`config.mk`:
```
export PLATFORM = sky130hd
export DESIGN_NAME = uart_stream_bridge
export DESIGN_NICKNAME = d
export VERILOG_FILES = /design/src/rtl/uart_stream_bridge.sv
export SDC_FILE = /design/constraint.sdc
export NUM_CORES = 1
export LEC_CHECK = 0
export CORE_ASPECT_RATIO = 1.75
export CORE_MARGIN = 2
export CORE_UTILIZATION = 40
export DETAILED_ROUTE_END_ITERATION = 8
export PLACE_DENSITY = 0.6
export SLEW_MARGIN = 20
export SYNTH_ARGS = -nofsm -noshare
export SYNTH_HDL_FRONTEND = slang
export SYNTH_SLANG_ARGS = --single-unit
```
`constraint.sdc`:
```
create_clock -name CLK -period 3.99 [get_ports CLK]
set_input_delay 0.798 -clock CLK [delete_from_list [all_inputs] [get_ports CLK]]
set_output_delay 0.798 -clock CLK [all_outputs]
set_load 0.01 [all_outputs]
```
`src/rtl/uart_stream_bridge.sv`:
```
// Byte-stream bridge to the UART register port: TX/RX FIFOs plus a poll FSM
// that moves one byte per UART strobe whenever the UART status allows it.
module uart_stream_bridge #(
  parameter int DEPTH    = 16,
  parameter int POLL_GAP = 4
) (
  input  logic                   CLK,
  input  logic                   RES,
  input  logic [7:0]             TX_DATA,
  input  logic                   TX_VALID,
  output logic                   TX_READY,
  output logic [7:0]             RX_DATA,
  output logic                   RX_VALID,
  input  logic                   RX_READY,
  output logic [$clog2(DEPTH):0] TX_LEVEL,
  output logic [$clog2(DEPTH):0] RX_LEVEL,
  output logic                   RX_STALL,
  input  logic                   STALL_CLR,
  output logic                   UART_RD,
  output logic                   UART_WR,
  output logic [3:0]             UART_BE,
  output logic [31:0]            UART_DATAI,
  input  logic [31:0]            UART_DATAO
);

  localparam int AW = $clog2(DEPTH);
  localparam int LW = AW + 1;
  localparam int GW = (POLL_GAP < 2) ? 1 : $clog2(POLL_GAP + 1);
  localparam logic [LW-1:0] FULL_LVL   = LW'(DEPTH);
  localparam logic [GW-1:0] GAP_RELOAD = GW'(POLL_GAP);

  typedef enum logic [2:0] {
    IDLE   = 3'd0,
    POLL   = 3'd1,
    RXPOP  = 3'd2,
    TXPUSH = 3'd3,
    SETTLE = 3'd4
  } state_t;

  logic [7:0]    tx_mem_r [DEPTH];
  logic [7:0]    rx_mem_r [DEPTH];
  logic [LW-1:0] tx_wr_r, tx_rd_r, rx_wr_r, rx_rd_r, tx_level_r, rx_level_r;
  logic [LW-1:0] tx_wr_nxt_s, tx_rd_nxt_s, rx_wr_nxt_s, rx_rd_nxt_s, rx_rd_inc_s;
  logic          tx_ready_r, rx_valid_r, rx_stall_r, uart_rd_r, uart_wr_r;
  logic [3:0]    uart_be_r, be_nxt_s;
  logic [31:0]   uart_datai_r, datai_nxt_s;
  logic [7:0]    rx_data_r, rx_head_nxt_s, rx_byte_s;
  logic          tx_push_s, tx_pop_s, rx_push_s, rx_pop_s;
  logic          tx_empty_s, rx_full_s, stall_set_s;
  state_t        state_r, state_nxt_s;
  logic [GW-1:0] gap_r, gap_nxt_s;
  logic          unused_s;

  assign unused_s  = ^{UART_DATAO[31:16], UART_DATAO[7:2]};
  assign rx_byte_s = UART_DATAO[15:8];

  assign tx_empty_s = (tx_level_r == LW'(0));
  assign rx_full_s  = (rx_level_r == FULL_LVL);
  assign tx_push_s  = TX_VALID & tx_ready_r;
  assign tx_pop_s   = uart_wr_r & ~tx_empty_s;
  assign rx_push_s  = uart_rd_r & ~rx_full_s;
  assign rx_pop_s   = rx_valid_r & RX_READY;

  assign tx_wr_nxt_s = tx_wr_r + {{AW{1'b0}}, tx_push_s};
  assign tx_rd_nxt_s = tx_rd_r + {{AW{1'b0}}, tx_pop_s};
  assign rx_wr_nxt_s = rx_wr_r + {{AW{1'b0}}, rx_push_s};
  assign rx_rd_inc_s = rx_rd_r + LW'(1);
  assign rx_rd_nxt_s = rx_pop_s ? rx_rd_inc_s : rx_rd_r;

  assign TX_READY   = tx_ready_r;
  assign RX_VALID   = rx_valid_r;
  assign RX_DATA    = rx_data_r;
  assign TX_LEVEL   = tx_level_r;
  assign RX_LEVEL   = rx_level_r;
  assign RX_STALL   = rx_stall_r;
  assign UART_RD    = uart_rd_r;
  assign UART_WR    = uart_wr_r;
  assign UART_BE    = uart_be_r;
  assign UART_DATAI = uart_datai_r;

  // FIFO storage writes; contents need no reset since levels gate every read
  always_ff @(posedge CLK) begin
    if (tx_push_s) tx_mem_r[tx_wr_r[AW-1:0]] <= TX_DATA;
    if (rx_push_s) rx_mem_r[rx_wr_r[AW-1:0]] <= rx_byte_s;
  end

  // Next RX head: the pushed byte bypasses memory when it becomes the head
  always_comb begin
    rx_head_nxt_s = rx_data_r;
    if (rx_pop_s) begin
      if (rx_level_r == LW'(1)) begin
        rx_head_nxt_s = rx_push_s ? rx_byte_s : rx_data_r;
      end else begin
        rx_head_nxt_s = rx_mem_r[rx_rd_inc_s[AW-1:0]];
      end
    end else if (rx_push_s && (rx_level_r == LW'(0))) begin
      rx_head_nxt_s = rx_byte_s;
    end else begin
      rx_head_nxt_s = rx_data_r;
    end
  end

  // Poll FSM next state, gap counter and strobe values for the next cycle
  always_comb begin
    state_nxt_s = state_r;
    gap_nxt_s   = gap_r;
    stall_set_s = 1'b0;
    be_nxt_s    = 4'b0000;
    datai_nxt_s = 32'h0000_0000;
    case (state_r)
      IDLE: begin
        if (gap_r <= GW'(1)) begin
          state_nxt_s = POLL;
          gap_nxt_s   = GW'(0);
        end else begin
          gap_nxt_s = gap_r - GW'(1);
        end
      end
      POLL: begin
        if (UART_DATAO[1] && !rx_full_s) begin
          state_nxt_s = RXPOP;
        end else begin
          // A waiting byte we cannot accept is left in the UART
          stall_set_s = UART_DATAO[1];
          if (!UART_DATAO[0] && !tx_empty_s) begin
            state_nxt_s = TXPUSH;
          end else begin
            state_nxt_s = IDLE;
            gap_nxt_s   = GAP_RELOAD;
          end
        end
      end
      RXPOP:  state_nxt_s = SETTLE;
      TXPUSH: state_nxt_s = SETTLE;
      SETTLE: begin
        if (POLL_GAP == 0) begin
          state_nxt_s = POLL;
        end else begin
          state_nxt_s = IDLE;
          gap_nxt_s   = GAP_RELOAD;
        end
      end
      default: begin
        state_nxt_s = IDLE;
        gap_nxt_s   = GAP_RELOAD;
      end
    endcase
    if (state_nxt_s == RXPOP) begin
      be_nxt_s = 4'b0011;
    end else if (state_nxt_s == TXPUSH) begin
      be_nxt_s    = 4'b0010;
      datai_nxt_s = {16'h0000, tx_mem_r[tx_rd_r[AW-1:0]], 8'h00};
    end else begin
      be_nxt_s    = 4'b0000;
      datai_nxt_s = 32'h0000_0000;
    end
  end

  // State, pointers, registered flags/levels and registered UART strobes
  always_ff @(posedge CLK or posedge RES) begin
    if (RES) begin
      state_r      <= IDLE;
      gap_r        <= GAP_RELOAD;
      tx_wr_r      <= LW'(0);
      tx_rd_r      <= LW'(0);
      rx_wr_r      <= LW'(0);
      rx_rd_r      <= LW'(0);
      tx_level_r   <= LW'(0);
      rx_level_r   <= LW'(0);
      tx_ready_r   <= 1'b0;
      rx_valid_r   <= 1'b0;
      rx_data_r    <= 8'h00;
      rx_stall_r   <= 1'b0;
      uart_rd_r    <= 1'b0;
      uart_wr_r    <= 1'b0;
      uart_be_r    <= 4'b0000;
      uart_datai_r <= 32'h0000_0000;
    end else begin
      state_r      <= state_nxt_s;
      gap_r        <= gap_nxt_s;
      tx_wr_r      <= tx_wr_nxt_s;
      tx_rd_r      <= tx_rd_nxt_s;
      rx_wr_r      <= rx_wr_nxt_s;
      rx_rd_r      <= rx_rd_nxt_s;
      tx_level_r   <= tx_wr_nxt_s - tx_rd_nxt_s;
      rx_level_r   <= rx_wr_nxt_s - rx_rd_nxt_s;
      tx_ready_r   <= ((tx_wr_nxt_s - tx_rd_nxt_s) != FULL_LVL);
      rx_valid_r   <= (rx_wr_nxt_s != rx_rd_nxt_s);
      rx_data_r    <= rx_head_nxt_s;
      rx_stall_r   <= STALL_CLR ? 1'b0 : (rx_stall_r | stall_set_s);
      uart_rd_r    <= (state_nxt_s == RXPOP);
      uart_wr_r    <= (state_nxt_s == TXPUSH);
      uart_be_r    <= be_nxt_s;
      uart_datai_r <= datai_nxt_s;
    end
  end

endmodule

```
==> flow_summary.json, run 1 <==
{
  "synth_xor_xnor_area_share": 0.0171,
  "cts_root_buffer": "clkbuf_16",
  "hold_class": "reg2reg",
  "grt_setup_unrepaired": "false",
  "sequentialPowerShare": 0.399,
  "nets": 855,
  "p_switching_mw": 3.36,
  "final_layout_size_suffix_gt1_frac": 0.177,
  "final_util": 0.469,
  "drv_cap": 0,
  "drt_first_pass_iters": 4,
  "clockBufferDepth": 3,
  "synth_top_family_by_area": "multiplexers",
  "r2r_end": "RX_LEVEL[4]",
  "worst-r2r-setup-slack_ns": 0.88,
  "vias": 6281,
  "setup_violations": 0,
  "crit_arrival_ns": 3.59,
  "synth-main-ff-cell": "edfxtp_1",
  "final-hold-violation-count": 0,
  "die_x_um": 139,
  "clock_latency_ns": 0.56,
  "start_util": 0.406,
  "setup_tns_ns": 0,
  "antenna_found_initial": 0,
  "netlist_instances": 705,
  "pre_cts_ws_ns": 0.566,
  "syn_avg_cell_area_um2": 18.2,
  "synth_seq_area_share": 0.713,
  "synth.distinct_cells": 46,
  "port_buffers": 55,
  "power_leakage_nw": 5.14,
  "die-area_um2": 33500,
  "die_y_um": 241,
  "fin_skew_ns": 0.0108,
  "slew-limit-headroom": 0.353,
  "routed_via_density": 5.20,
  "clock-sinks": 314,
  "synth_compound_area_frac": 0.0227,
  "grt_usage": 0.164,
  "yosysWarnings": 0,
  "coreArea_um2": 31500,
  "p_sw_frac": 0.315,
  "finalCriticalPeriod_ns": 3.11,
  "max_clock_freq_mhz": 321,
  "hold-path-endpoint": "rx_rd_r[4]",
  "wl_per_cell_um": 22.3,
  "dp_cells": 1157,
  "path_max_fanout": 4,
  "fillers": 2699,
  "clkPwrFrac": 0.267,
  "ff2ff_path_depth": 10,
  "cts-resized-gates": 0,
  "crit_required_ns": 4.47,
  "hold_buffers": 0,
  "place_congestion": 0.815,
  "grt_pass1_vias": 6779,
  "io_pins": 104,
  "min-delay-start": "rx_rd_r[4]",
  "globalRoute.totalOverflow": 0,
  "startpoint_type": "flip-flop",
  "cts_buffers": 28,
  "worstSetupPathType": "reg2reg",
  "post-cts-setup-buffers": 0,
  "synth_seq_cells": 314,
  "antenna_left": 0,
  "syn2layout_area_growth_pct": 15.4,
  "regArea_um2": 9140,
  "cts.clk_slew.worst_paths_ns": 0.06,
  "async_reset_ff_frac": 0.185,
  "placementRows": 86,
  "worst_pin_slew_ns": 0.965,
  "power_mw": 10.7,
  "fin_cells": 1209,
  "final_common_cell": "edfxtp_1",
  "syn_area_um2": 12800,
  "routed_wl_um": 26900,
  "endpoint_kind": "flip-flop",
  "internal_power_mw": 7.31,
  "ir_drop_uv": 419,
  "drtIter0Drc": 390,
  "synth_fa_ha_area_frac": 0.0197,
  "grt_max_degree": 35,
  "h-tree-depth": 1,
  "synthMuxAreaShare": 0.133,
  "slew_violations": 0,
  "timing.final.ws_setup_ns": 0.876,
  "multiInputGateArea_um2": 3310,
  "synth-edff-count": 256,
  "status": "finished clean",
  "rr_startpoint": "RX_LEVEL[1]",
  "powerDensity_nw_per_um2": 722,
  "worstHoldPathCells": 1,
  "hpwl_um": 18700,
  "grt_pass1_wl_um": 41000,
  "combPwrFrac": 0.334,
  "final_cell_mix": "256 x edfxtp_1, 60 x mux4_2, 55 x dfrtp_1, 55 x clkdlybuf4s50_1, 39 x nor2_1",
  "cts_tree": "built",
  "route.detailed.drc": 0,
  "synth_simple_gate_area_frac": 0.0582,
  "finalCritPeriodShare": 0.780,
  "antennaDiodeCount": 0
}
[layer usage]
layer,global-route usage,vias to the layer above,routed length [µm]
met3,0.0256,48,1200
met5,0,-,0
met4,0.0673,0,998
li1,-,2854,-
met2,0.322,164,15600
met1,0.172,3215,9120
[worst max path at each step]
stage                       end  cells past startpoint  slack [ns]        start
global placement       TX_READY                     12        0.60     TX_VALID
floorplan              TX_READY                     12        1.09  TX_LEVEL[4]
global route           TX_READY                     12        0.69  TX_LEVEL[4]
detailed placement     TX_READY                     12        0.57     TX_VALID
finish              RX_LEVEL[4]                     10        0.88  RX_LEVEL[1]
CTS                 RX_LEVEL[4]                     10        0.86  RX_LEVEL[1]
[per-stage QoR]
step | hold WS (ns) | cell area (µm²)
floorplan | 0.450 | 12900
global placement | 0.463 | 13800
detailed placement | 0.467 | 13800
CTS | 0.476 | 14800
global route | 0.517 | 14800
finish | 0.472 | 14800
[state kept, by name (all words and copies together) (netlist names)]
| name | count |
|---|---|
| rx_mem_r | 128 |
| state_r | 3 |
| rx_rd_r | 5 |
| TX_READY | 1 |
| RX_LEVEL | 5 |
| UART_DATAI | 8 |
| UART_BE | 2 |
| tx_mem_r | 128 |
| tx_wr_r | 5 |
| tx_rd_r | 5 |
| UART_WR | 1 |
| RX_STALL | 1 |
| gap_r | 3 |
| rx_wr_r | 5 |
| RX_VALID | 1 |
| RX_DATA | 8 |
| TX_LEVEL | 5 |
[power groups by stage]
stage	Sequential [mW]	Combinational [mW]	Clock, mW
floorplan	4.24	2.58	0
global placement	4.31	3.60	0
detailed placement	4.33	3.62	0
CTS	4.26	3.64	2.91
global route	4.31	3.90	3.03
finish	4.26	3.57	2.85
[cell usage after synthesis (all sizes together) (4+ instances only)]
cell type,number,share of area
dfrtp,57,0.11
mux4,72,0.13
o21ai,14,0.0055
nand3b,5,0.0029
xor2,10,0.0068
nor2,39,0.011
clkbuf,13,0.0038
xnor2,15,0.010
buf,41,0.025
nand3,27,0.011
a21o,4,0.0023
o2111a,7,0.0062
nand2b,8,0.0039
nor2b,10,0.0049
edfxtp,256,0.60
nor3,16,0.0062
ha,17,0.017
inv,24,0.0070
a21oi,5,0.0020
nand2,34,0.010
[cells by family after synthesis]
group / count (synthesis)
other: 1
xor gates and xnor gates: 25
AOI/OAI and AO/OA: 39
DFF: 314
and+or+nand+nor: 154
muxes: 75
buffers and inverters: 78
adders and majority gates: 19
[cell type report]
cell class	count	area share
multi-input cells	338	0.224
clock inverters	13	0.0114
clock buffers	39	0.0543
inverters	24	0.00609
repair buffers	85	0.0525
flip-flops and latches	314	0.618
well taps	396	0.0335
[critical path, stage by stage (launching register included)]
cell	delay [ns]
dfrtp_1	0.40
or3_1	0.52
or2_2	0.36
and2_1	0.21
ha_1	0.23
ha_1	0.22
xor2_1	0.25
ha_1	0.34
a21o_1	0.18
a21oi_1	0.16
xor2_1	0.16
Power figures use the tool's default switching activity.
==> inputs of run 2 (changes only) <==
PLACE_DENSITY = 0.63   (was 0.6)
clock period = 2.85 ns   (was 3.99 ns; I/O delays follow)
==> run 2 against run 1 <==
Against the previous run:
- the run now ends with negative setup slack left
- flip-flop and latch count did not move
- final area rose by 4.3%
- maximum frequency rose by 9.1%
- clock power rose by 35%
- non-clock buffer count rose by 66
- sequential share of layout area fell by 2.6 points
- critical endpoint is now TX_READY
==> flow_summary.json, run 2 (synthesis results as in run 1) <==
{
  "status": "finished with violations",
  "violations": "negative setup slack",
  "slew_violations": 0,
  "worstSetupPathType": "reg2reg",
  "final_cell_mix": "256 x edfxtp_1, 91 x buf_4, 60 x mux4_2",
  "use_met1": 0.171,
  "fin_cells": 1275,
  "cts_buffers": 28,
  "setup_violations": 1,
  "finalCriticalPeriod_ns": 2.85,
  "final_common_cell": "edfxtp_1",
  "clock_latency_ns": 0.56,
  "vias": 6589,
  "sequentialPowerShare": 0.379,
  "regArea_um2": 9140,
  "multiInputGateArea_um2": 3430,
  "cp_slowest_stage_delay_ns": 0.56,
  "cp_num_buf_inv": 1,
  "port_buffers": 55,
  "fillers": 2646,
  "globalRoute.totalOverflow": 0,
  "ff2ff_path_depth": 12,
  "drtIter0Drc": 242,
  "hold_class": "in2async",
  "slew-limit-headroom": 0.431,
  "clock-sinks": 314,
  "antenna_found_initial": 0,
  "rr_startpoint": "TX_LEVEL[3]",
  "path_max_fanout": 2,
  "grt_busiest_layer": "met2",
  "route.detailed.drc": 0,
  "antenna_left": 0,
  "cts_tree": "built",
  "cpMaxStageDelayCell": "or4_4",
  "grt_pass1_vias": 6895,
  "drv_cap": 0,
  "routed_via_density": 5.17,
  "cp.depth": 12,
  "cts.clk_slew.worst_paths_ns": 0.06,
  "clkPwrFrac": 0.248,
  "placementRows": 86,
  "drt_first_pass_iters": 4,
  "final-hold-violation-count": 0,
  "crit_arrival_ns": 3.28,
  "io_pins": 104,
  "worst_pin_slew_ns": 0.851,
  "p_sw_frac": 0.317,
  "clockBufferDepth": 3,
  "worst-r2r-setup-slack_ns": -0.003,
  "grt_use_met3": 0.0208,
  "cts_root_buffer": "clkbuf_16",
  "path_common_cell": "xnor2_1",
  "die_y_um": 241,
  "coreArea_um2": 31500,
  "hpwl_um": 19300,
  "r2r_end": "TX_READY",
  "dp_cells": 1202,
  "grt_pass1_wl_um": 41400,
  "combPwrFrac": 0.373,
  "internal_power_mw": 10.6,
  "endpoint_kind": "flip-flop",
  "p_switching_mw": 4.93,
  "max_clock_freq_mhz": 350,
  "nets": 921,
  "routed_wl_um": 27700,
  "syn2layout_area_growth_pct": 20.4,
  "startpoint": "TX_LEVEL[3]",
  "power_leakage_nw": 5.47,
  "startpoint_type": "flip-flop",
  "fin_skew_ns": 0.0143,
  "met2_usage": 0.330,
  "antennaDiodeCount": 0,
  "powerDensity_nw_per_um2": 1010,
  "grt_setup_unrepaired": "true",
  "wl_per_cell_um": 21.7,
  "timing.final.ws_setup_ns": -0.00347,
  "finalCritPeriodShare": 1.00,
  "grt_usage": 0.165,
  "die_x_um": 139,
  "die-area_um2": 33500,
  "h-tree-depth": 1,
  "path_cells": "or4_4, nor2_4, nor2b_1, ha_2, ha_4, inv_4, fa_2, a21o_1, a21oi_2, xnor2_1, xnor2_1, nand3b_1",
  "ir_drop_uv": 769,
  "endpoint": "TX_READY",
  "pre_cts_ws_ns": -0.174,
  "start_util": 0.406,
  "cp_top_family": "adder cells",
  "crit_required_ns": 3.27,
  "grt_max_degree": 59,
  "place_congestion": 0.868,
  "final_layout_size_suffix_gt1_frac": 0.261
}
-- run 2: changes by cell type in the layout (fill, tap and decap cells not counted), sizes merged --
| cell | previous run | this run |
|---|---|---|
| clkinvlp | 0 | 5 |
| buf | 30 | 96 |
| clkinv | 8 | 9 |
| clkbuf | 39 | 33 |
-- run 2: worst min-delay path by stage --
stage / slack [ns] / cells after the start / from / end
after floorplan: 0.45 / 1 / rx_rd_r[4] / rx_rd_r[4]
after global placement: 0.47 / 2 / gap_r[2] / gap_r[2]
after detailed placement: 0.47 / 1 / rx_rd_r[4] / rx_rd_r[4]
after CTS: 0.48 / 1 / rx_rd_r[4] / rx_rd_r[4]
after global routing: 0.49 / 3 / RES / RX_VALID
final: 0.46 / 3 / RES / RX_VALID
-- run 2: per-layer routing --
layer,up-vias,share of wire
met1,3404,0.35
met4,0,0.036
met5,-,0
met3,49,0.034
met2,151,0.58
li1,2985,-
-- run 2: worst register-to-register path, stage by stage (launching register included) --
cell,delay [ns]
dfrtp_1,0.38
or4_4,0.56
nor2_4,0.13
nor2b_1,0.06
ha_2,0.34
ha_4,0.14
inv_4,0.03
fa_2,0.37
a21o_1,0.20
a21oi_2,0.13
xnor2_1,0.14
xnor2_1,0.16
nand3b_1,0.09
-- run 2: power by group through the flow --
stage / Sequential (mW) / Clock, mW / Combinational, mW
6_report: 5.90 / 3.86 / 5.80
5_1_grt: 5.96 / 4.13 / 6.28
4_1_cts: 5.90 / 3.95 / 5.74
3_5_place_dp: 5.98 / 0 / 5.63
3_3_place_gp: 5.96 / 0 / 5.57
2_1_floorplan: 5.94 / 0 / 3.64
-- run 2: layout make-up --
class / count / area share
Clock buffer: 33 / 0.0473
Clock inverter: 19 / 0.0143
Inverter: 24 / 0.00600
Multi-Input combinational cell: 338 / 0.222
Sequential cell: 314 / 0.593
Tap cell: 396 / 0.0321
Timing Repair Buffer: 151 / 0.0856
-- run 2: through the flow --
step	area, µm²	power, mW	setup TNS (ns)	util	hold slack, ns
after floorplan	12900	9.58	0	-	0.450
after global placement	14200	11.5	-0.243	0.450	0.469
after detailed placement	14200	11.6	-0.316	0.450	0.472
after CTS	15300	15.6	0	0.485	0.484
after global routing	15400	16.4	-0.224	0.489	0.490
final	15400	15.6	-0.00347	0.489	0.455
-- run 2: repair_timing --
action,in CTS,in global routing
endpoints found under the hold margin,0,0
setup buffers,15,5
pin swaps,11,0
hold buffers,0,0
gates cloned,0,1
setup endpoints to repair,2,14
gates resized for setup,9,24
==> patch, RTL diff (flow settings as in run 2) <==
Encoding of `state_t`: now Gray code (3 bits for 5 states).
--- a/src/rtl/uart_stream_bridge.sv
+++ b/src/rtl/uart_stream_bridge.sv
@@ -31,9 +31,9 @@
 
   typedef enum logic [2:0] {
-    IDLE   = 3'd0,
-    POLL   = 3'd1,
-    RXPOP  = 3'd2,
-    TXPUSH = 3'd3,
-    SETTLE = 3'd4
+    IDLE   = 3'b000,
+    POLL   = 3'b001,
+    RXPOP  = 3'b011,
+    TXPUSH = 3'b010,
+    SETTLE = 3'b110
   } state_t;
 
Formal check against the unedited RTL: same outputs for any inputs over 10 cycles, from zero or initial values; not proved beyond that.
==> patch against run 2 <==
Die area grew 0.19%. Global-route usage is essentially flat. Worst setup slack gained 10 ps. Design area shrank 0.28%. Combinational power shrank 5.7%. Sequential cell count is the same. Via count shrank 0.20%. Synthesized area grew 0.20%. First-iteration DRC count grew 13%. Wire length shrank 1.1%. Cell count shrank 0.39%. Total power shrank 1.6%. Utilization shrank 0.14 points. Critical path type unchanged.
==> patch: results (changes against run 2) <==
vias in the first global route=6990 (+1.4%); Vias=6576 (-0.20%); synth cell count leaders=256 x edfxtp_1, 57 x dfrtp_1, 44 x mux4_2; Syn. warnings=0 (unchanged); Max IR drop VDD=0.900 mV (+17%); max incr delay on CP=560 ps (about the same); Comb. pwr=5.47 mW (-5.7%); layout cells sized above 1=23.5% (-2.6 points); Total GRT Usage=16.6% (+0.030 points); Top delay family on crit path=simple AND/OR/NAND/NOR gates; mean post-synth cell area=18.2 um2 (+0.34%); gpl congestion=0.794 (-8.5%); H-tree levels=1 (unchanged); # fillers=2655 (+0.34%); largest net degree at the start of global routing=35 (-41%); arrival time of the worst setup path=3280 ps (about the same); root buf cell=clkbuf_16; 1st-pass router iterations=4 (unchanged); prevailing post-synth register cell=edfxtp_1; total CTS buffers=29 (+3.6%); I/O Buffers=55 (unchanged); crit path max fanout=2 (unchanged); Internal=10.6 mW (-0.62%); Worst Tran Pin Value=771 ps (-80.1 ps); final setup skew=30.5 ps (+16.2 ps); Seq/Total Area, Yosys=71.2% (-0.14 points); Worst Hold Class=in2async; Leak=5.47 nW (about the same); top cells by area, synth=edfxtp_1 60%, dfrtp_1 11%, mux4_2 7.7%; Yosys cell types=47 (+2.2%); DP Area=14300 um2 (+1.1%); Worst-Skew Late Latency=560 ps (about the same); Finished Layout Cells=1270 (-0.39%); wire per inst=21.6 um (-0.72%); initial drt markers=273 (+13%); Final HPWL DP=18900 um (-1.8%); switching pwr=4.75 mW (-3.7%); Slowest cell on crit path=or4_4; placed cell count=1214 (+1.0%); seq pwr=5.93 mW; first-pass GRT wire length=41500 um (+0.33%); nets=915 (-0.65%); status=completed
-- patch: final cells by class --
type / count / area [um2] / share of cell area (%)
multi-input combinational: 338 / 3440 / 22.4
timing repair buffer: 145 / 1250 / 8.13
sequential: 314 / 9140 / 59.4
tap: 396 / 495 / 3.22
inverter: 23 / 86.3 / 0.561
clock buffer: 35 / 758 / 4.93
clock inverter: 19 / 211 / 1.37
-- patch: kinds of logic after synthesis --
family | Yosys count | synth area share, %
AOI/OAI and AO/OA | 37 | 2.04
xor gates and xnor gates | 25 | 1.71
adders and majority gates | 19 | 1.97
buffers and inverters | 77 | 3.35
DFF | 314 | 71.2
muxes | 75 | 13.7
other | 1 | 0.0292
and+or+nand+nor | 156 | 6.00
-- patch: path summary, 6_finish.rpt --
path / depth (start not counted) / startpoint / to / slack [ps]
setup / recovery: 12 / TX_LEVEL[0] / TX_READY / 7
hold / removal: 2 / RES / tx_rd_r[0] / 330
setup reg to reg: 12 / TX_LEVEL[0] / TX_READY / 7
hold reg to reg: 1 / rx_rd_r[4] / rx_rd_r[4] / 490
max in group asynchronous: 3 / RES / rx_rd_r[0] / 1910
min in group CLK: 1 / rx_rd_r[4] / rx_rd_r[4] / 490
-- patch: timing repair --
item                       in CTS  in global routing
setup endpoints to repair       4                  4
gates cloned                    0                  0
pin swaps                       9                  5
buffers inserted                0                  2
gates resized for setup        11                  1
-- patch: routing by layer --
layer	GRT usage, %	vias up	routed length [um]
met5	0	-	0
met4	7.10	0	1020
met3	2.30	54	1040
met2	31.6	160	15200
met1	18.3	3378	10100
li1	-	2984	-
-- patch: per-stage QoR --
step,hold slack [ps],setup slack (ps)
global route,349,-117
finish,329,6.52
detailed placement,476,-250
CTS,320,12.0
floorplan,443,11.7
global placement,473,-245
